--- src/rtl/cpu_ctrl_pkg.sv ---
// cpu_ctrl_pkg
// Shared definitions for the multicycle control unit: FSM state encodings,
// the 3-bit legal opcode set, ALU operation encodings and default widths.
// No ports; import with "import cpu_ctrl_pkg::*;".
package cpu_ctrl_pkg;

  localparam int OPCODE_W_DEFAULT = 8;
  localparam int ALUOP_W_DEFAULT  = 3;

  typedef enum logic [2:0] {
    S_IDLE    = 3'd0,
    S_FETCH   = 3'd1,
    S_DECODE  = 3'd2,
    S_EXECUTE = 3'd3,
    S_MEM     = 3'd4,
    S_WB      = 3'd5,
    S_HALT    = 3'd6
  } state_e;

  typedef enum logic [2:0] {
    OP_AND    = 3'd0,
    OP_OR     = 3'd1,
    OP_ADD    = 3'd2,
    OP_SUB    = 3'd3,
    OP_LOAD   = 3'd4,
    OP_STORE  = 3'd5,
    OP_BRANCH = 3'd6,
    OP_HALT   = 3'd7
  } opcode_e;

  localparam logic [2:0] ALU_NONE = 3'd0;
  localparam logic [2:0] ALU_AND  = 3'd1;
  localparam logic [2:0] ALU_OR   = 3'd2;
  localparam logic [2:0] ALU_ADD  = 3'd3;
  localparam logic [2:0] ALU_SUB  = 3'd4;

  // ALU-class opcodes map one-to-one onto ALU operations; memory ops use ADD
  // for address generation, control ops leave the ALU idle.
  function automatic logic [2:0] alu_for_op(opcode_e op);
    case (op)
      OP_AND:             return ALU_AND;
      OP_OR:              return ALU_OR;
      OP_ADD:             return ALU_ADD;
      OP_SUB:             return ALU_SUB;
      OP_LOAD, OP_STORE:  return ALU_ADD;
      default:            return ALU_NONE;
    endcase
  endfunction

endpackage

--- src/rtl/mem_wait_timer.sv ---
// mem_wait_timer
// Counts consecutive cycles the controller spends waiting on memory and flags
// a timeout on the cycle that would be the TIMEOUT_CYC-th wait.
// Ports:
//   clk, reset  - clock and asynchronous active-high reset
//   active      - controller is in a state that waits on memory
//   ready       - memory completes the access this cycle
//   clear       - controller changes state this cycle; restart the count
//   expired     - TIMEOUT_CYC-th waiting cycle with ready still low
module mem_wait_timer #(
  parameter int TIMEOUT_CYC = 16
) (
  input  logic clk,
  input  logic reset,
  input  logic active,
  input  logic ready,
  input  logic clear,
  output logic expired
);

  localparam int CW = $clog2(TIMEOUT_CYC + 1);

  logic [CW-1:0] count;

  // The count holds the number of waiting cycles already completed, so the
  // current cycle is the TIMEOUT_CYC-th wait when count equals TIMEOUT_CYC-1.
  // A ready on that same cycle suppresses the timeout.
  assign expired = active && !ready && (count == CW'(TIMEOUT_CYC - 1));

  // Wait counter: restarts on every state change, advances on each stalled cycle.
  always_ff @(posedge clk or posedge reset) begin
    if (reset) begin
      count <= '0;
    end else if (clear) begin
      count <= '0;
    end else if (active && !ready) begin
      count <= count + CW'(1);
    end
  end

endmodule

--- src/rtl/multicycle_control_unit.sv ---
// multicycle_control_unit
// Sequences each instruction through IDLE/FETCH/DECODE/EXECUTE/MEM/WB/HALT,
// handshaking with a variable-latency memory and trapping illegal opcodes and
// memory timeouts.
// Ports:
//   clk, reset        - clock, asynchronous active-high reset
//   run               - allows leaving IDLE and starting each fetch
//   opcode            - instruction opcode field, sampled in DECODE
//   zero              - ALU zero flag, sampled in EXECUTE
//   mem_ready         - memory completes the current access
//   ir_load, pc_inc, pc_load          - instruction register / PC controls
//   mem_sel, mem_read, mem_write      - memory port controls (sel 1 = data)
//   alu_op                            - ALU operation
//   reg_write, mem_to_reg             - register file writeback controls
//   halted, illegal, bus_error        - HALT state and sticky trap flags
//   retired                           - completed instruction count
//   state                             - current state encoding
module multicycle_control_unit
  import cpu_ctrl_pkg::*;
#(
  parameter int OPCODE_W    = OPCODE_W_DEFAULT,
  parameter int ALUOP_W     = ALUOP_W_DEFAULT,
  parameter int TIMEOUT_CYC = 16,
  parameter int CNT_W       = 32
) (
  input  logic                clk,
  input  logic                reset,
  input  logic                run,
  input  logic [OPCODE_W-1:0] opcode,
  input  logic                zero,
  input  logic                mem_ready,
  output logic                ir_load,
  output logic                pc_inc,
  output logic                pc_load,
  output logic                mem_sel,
  output logic                mem_read,
  output logic                mem_write,
  output logic [ALUOP_W-1:0]  alu_op,
  output logic                reg_write,
  output logic                mem_to_reg,
  output logic                halted,
  output logic                illegal,
  output logic                bus_error,
  output logic [CNT_W-1:0]    retired,
  output logic [2:0]          state
);

  state_e  state_q, state_d;
  opcode_e op_q;
  logic    retire;
  logic    set_illegal;
  logic    set_bus_error;
  logic    timeout;
  logic    opcode_legal;
  logic    mem_wait_state;

  assign state = state_q;

  // Only opcodes 0..7 are defined; anything with upper bits set traps.
  assign opcode_legal   = ((opcode >> 3) == '0);
  assign mem_wait_state = (state_q == S_FETCH) || (state_q == S_MEM);

  mem_wait_timer #(
    .TIMEOUT_CYC(TIMEOUT_CYC)
  ) u_wait_timer (
    .clk    (clk),
    .reset  (reset),
    .active (mem_wait_state),
    .ready  (mem_ready),
    .clear  (state_d != state_q),
    .expired(timeout)
  );

  // Next-state and output decode from the current state, latched opcode and
  // run. Everything defaults to idle so each state only lists what it drives.
  always_comb begin
    state_d       = state_q;
    ir_load       = 1'b0;
    pc_inc        = 1'b0;
    pc_load       = 1'b0;
    mem_sel       = 1'b0;
    mem_read      = 1'b0;
    mem_write     = 1'b0;
    alu_op        = '0;
    reg_write     = 1'b0;
    mem_to_reg    = 1'b0;
    halted        = 1'b0;
    retire        = 1'b0;
    set_illegal   = 1'b0;
    set_bus_error = 1'b0;

    case (state_q)
      S_IDLE: begin
        if (run) state_d = S_FETCH;
      end
      S_FETCH: begin
        mem_read = 1'b1;
        if (mem_ready) begin
          ir_load = 1'b1;
          pc_inc  = 1'b1;
          state_d = S_DECODE;
        end else if (timeout) begin
          set_bus_error = 1'b1;
          state_d       = S_HALT;
        end
      end
      S_DECODE: begin
        if (!opcode_legal) begin
          set_illegal = 1'b1;
          state_d     = S_HALT;
        end else begin
          state_d = S_EXECUTE;
        end
      end
      S_EXECUTE: begin
        alu_op = ALUOP_W'(alu_for_op(op_q));
        case (op_q)
          OP_LOAD, OP_STORE: state_d = S_MEM;
          OP_BRANCH: begin
            pc_load = zero;
            retire  = 1'b1;
            state_d = run ? S_FETCH : S_IDLE;
          end
          OP_HALT: begin
            retire  = 1'b1;
            state_d = S_HALT;
          end
          default: state_d = S_WB;
        endcase
      end
      S_MEM: begin
        mem_sel   = 1'b1;
        mem_read  = (op_q == OP_LOAD);
        mem_write = (op_q == OP_STORE);
        if (mem_ready) begin
          if (op_q == OP_LOAD) begin
            state_d = S_WB;
          end else begin
            retire  = 1'b1;
            state_d = run ? S_FETCH : S_IDLE;
          end
        end else if (timeout) begin
          set_bus_error = 1'b1;
          state_d       = S_HALT;
        end
      end
      S_WB: begin
        reg_write  = 1'b1;
        mem_to_reg = (op_q == OP_LOAD);
        retire     = 1'b1;
        state_d    = run ? S_FETCH : S_IDLE;
      end
      S_HALT: begin
        halted = 1'b1;
      end
      default: state_d = S_IDLE;
    endcase
  end

  // State register plus the opcode latch, sticky trap flags and retire count.
  // The opcode is captured in DECODE so later states are immune to bus changes.
  always_ff @(posedge clk or posedge reset) begin
    if (reset) begin
      state_q   <= S_IDLE;
      op_q      <= OP_AND;
      illegal   <= 1'b0;
      bus_error <= 1'b0;
      retired   <= '0;
    end else begin
      state_q <= state_d;
      if (state_q == S_DECODE) op_q <= opcode_e'(opcode[2:0]);
      if (set_illegal)   illegal   <= 1'b1;
      if (set_bus_error) bus_error <= 1'b1;
      if (retire)        retired   <= retired + CNT_W'(1);
    end
  end

endmodule
--- config.mk ---
export PLATFORM = sky130hd
export DESIGN_NAME = multicycle_control_unit
export DESIGN_NICKNAME = d
export VERILOG_FILES = /design/src/rtl/cpu_ctrl_pkg.sv /design/src/rtl/mem_wait_timer.sv /design/src/rtl/multicycle_control_unit.sv
export SDC_FILE = /design/constraint.sdc
export NUM_CORES = 1
export LEC_CHECK = 0
export CAP_MARGIN = 10
export CORE_ASPECT_RATIO = 1.25
export CORE_MARGIN = 2
export CORE_UTILIZATION = 35
export CTS_CLUSTER_DIAMETER = 30
export DETAILED_ROUTE_END_ITERATION = 10
export PLACE_DENSITY_LB_ADDON = 0.05
export SLEW_MARGIN = 20
export SYNTH_ARGS = -nofsm -noshare
export SYNTH_HDL_FRONTEND = slang
export SYNTH_SLANG_ARGS = --single-unit
--- constraint.sdc ---
create_clock -name clk -period 5.7 [get_ports clk]
set_input_delay 1.14 -clock clk [delete_from_list [all_inputs] [get_ports clk]]
set_output_delay 1.14 -clock clk [all_outputs]
set_load 0.02 [all_outputs]
==> results.ini <==
[power]
power.density_nw_per_um2=389
combPwrFrac=0.398
cellLeakagePower_nw=1.32
swShare=0.377
ir_drop_uv=286
pwr-share-clk=0.232
p_switching_w=0.000471
power_frac_seq=0.370
p_int_w=0.000778

[floorplanning]
die_area_um2=7510
dieWidth_um=77.9
initial_core_util=0.362
coreArea_um2=6610
rows=33
ioPinCount=62
die_h_um=96.4

[synthesis]
yosys.area_share.simple=0.248
ys.warnings.count=0
synth-adder-area-share=0.0157
synth_edf_count=0
synth_compound_area_frac=0.0696
synthXorXnorAreaFrac=0.139
ys.flop_type=dfrtp_1
mappedNetlistNets=246
synth_top_family_by_area=simple AND/OR/NAND/NOR gates
ys_seq_elements=45
avgSynthCellArea_um2=10.4
synth_mux_area_frac=0.0230
yosysUniqueCellTypes=54
seq_area_frac_synth=0.471
synth_area_um2=2390
synthArstFlopShare=1.00
syn_inst=230

[clock_network]
cts.clk_slew.worst_paths_ns=0.09
cts_setup_buffers=0
hold_buffers=0
ctsRootBufferMaster=clkbuf_8
cts_tree=yes
cts.sinks=45
htreeDepth=2
cts_resized=0
clk_latency_ns=0.30
cts_made_buffers=5
cts_buffer_depth=2

[place]
gp_congestion=0.775
port_buffers=61
place_hpwl_um=3770
post_dp_cell_area_um2=3070

[drt]
highest_layer=met4
drc_errors=0
vias_per_cell=4.91
detail-route-antenna-nets=0
vias=1871
wl_met2_um=2600
wirelength_met1_um=2230
route.met3.wl_um=209
finalWirelength_um=5100
wire_per_inst_um=13.4
drtIter0Drc=64
drt-pass1-iter-count=4

[cells_and_area]
final_nets=309
num-fill-cells=642
final_cell_mix=clkdlybuf4s50_1, dfrtp_1, xnor2_1
num_antenna_cells=0
multiInputGateArea_um2=1180
drive_gt1_frac=0.0986
area_delta_synth_final_pct=34.3
final_common_cell=clkdlybuf4s50_1
fin_area_um2=3210
regArea_um2=1130

[grt]
grt_max_degree=46
antenna_found_initial=0
gr-usage-all-layers=0.147
grt_pass1_wl_um=8740
grt_overflow=0
grt_pass1_vias=1817

[timing]
fin_crit_sh=0.698
relSlewSlack=0.553
worst_pin_slew_ns=0.668
setup_viol=0
fmax_ghz=0.251
grt_setup_unrepaired=no
hold_viol=0
fin_crit_ns=3.98
tns_ns=0
drv_slew=0
finClkSkew_ns=0.0111

[worst_setup_path]
crit_type=primary input to output pin
cp-start-kind=primary input
end_kind=output pin
cp.arrival_ns=2.84
worstPathRequired_ns=4.56
crit_path_max_fanout=7

[worst_hold_path]
hp-class=flop to flop

[job]
drv_cap=0

[status]
status=finished, final reports clean

==> cells in the mapped netlist, types with 2 or more instances <==
library cell,instances,share of area
a21o_1,4,0.013
a21oi_1,4,0.0084
and3_1,4,0.010
and4_1,2,0.0073
buf_4,3,0.0094
dfrtp_1,45,0.47
ha_1,3,0.016
inv_1,10,0.016
mux2_2,4,0.019
nand2_1,22,0.035
nand3_1,10,0.021
nand4_1,13,0.034
nor2_1,18,0.028
nor3_1,11,0.023
nor3_2,2,0.0084
nor4b_1,2,0.0073
o21a_1,2,0.0063
xnor2_1,27,0.099
xor2_1,9,0.033
==> cell families (layout without fill, tap and decap cells) <==
logic type               count (synthesis)  in the layout
AND/OR/NAND/NOR                        103            103
XOR/XNOR                                37             37
AO/OA/AOI/OAI                           21             21
flip-flops                              45             45
adder cells (fa/ha/maj)                  3              3
buffers and inverters                   16             80
multiplexers                             5              5
==> state kept, by name, summed over array words and instances (netlist names) <==
register            count
retired                32
u_wait_timer.count      5
op_q                    3
state                   3
bus_error               1
illegal                 1
==> power groups by stage <==
stage | clock network [W] | logic [W] | registers [W]
2_1_floorplan | 0 | 0.000363 | 0.000449
3_3_place_gp | 0 | 0.000508 | 0.000468
3_5_place_dp | 0 | 0.000504 | 0.000468
4_1_cts | 0.000300 | 0.000506 | 0.000462
5_1_grt | 0.000316 | 0.000547 | 0.000476
6_report | 0.000290 | 0.000497 | 0.000462
==> worst paths after layout <==
check                                       from                       to  slack, ns  cells past startpoint
max in group asynchronous                  reset      op_q[0]$_DFFE_PP0N_       4.03                      3
max                                    mem_ready                  ir_load       1.72                      4
max reg2reg                   state[0]$_DFF_PP0_  retired[21]$_DFFE_PP0P_       3.19                      6
min                        bus_error$_DFFE_PP0P_    bus_error$_DFFE_PP0P_       0.47                      1
min in group asynchronous                  reset  retired[22]$_DFFE_PP0P_       1.28                      3
min reg2reg                bus_error$_DFFE_PP0P_    bus_error$_DFFE_PP0P_       0.47                      1
==> metal layers <==
layer  track usage  up-vias
met1         0.184      891
met3        0.0325        5
li1              -      928
met4        0.0526        0
met5             0        -
met2         0.252       47
==> cell type report <==
type	count	area share
Tap cell	87	0.0339
Clock buffer	5	0.0214
Sequential cell	45	0.351
Timing Repair Buffer	62	0.192
Multi-Input combinational cell	169	0.369
Inverter	10	0.0117
Clock inverter	3	0.0214
==> worst max-delay path: stages <==
cell and delay (ns):
clkdlybuf4s50_1 0.64, inv_1 0.10, nor3_1 0.29, clkdlybuf4s50_1 0.67
==> stage by stage <==
step	hold WS (ns)	setup WS, ns	total power, W	instances	utilization
after floorplan	0.523	2.59	0.000812	230	-
after global placement	0.446	1.71	0.000976	373	0.465
after detailed placement	0.456	1.69	0.000972	373	0.465
after CTS	0.477	1.69	0.00127	381	0.486
after global routing	0.485	1.60	0.00134	381	0.486
final	0.466	1.72	0.00125	381	0.486
No activity file was read; power rests on OpenSTA's default activity.
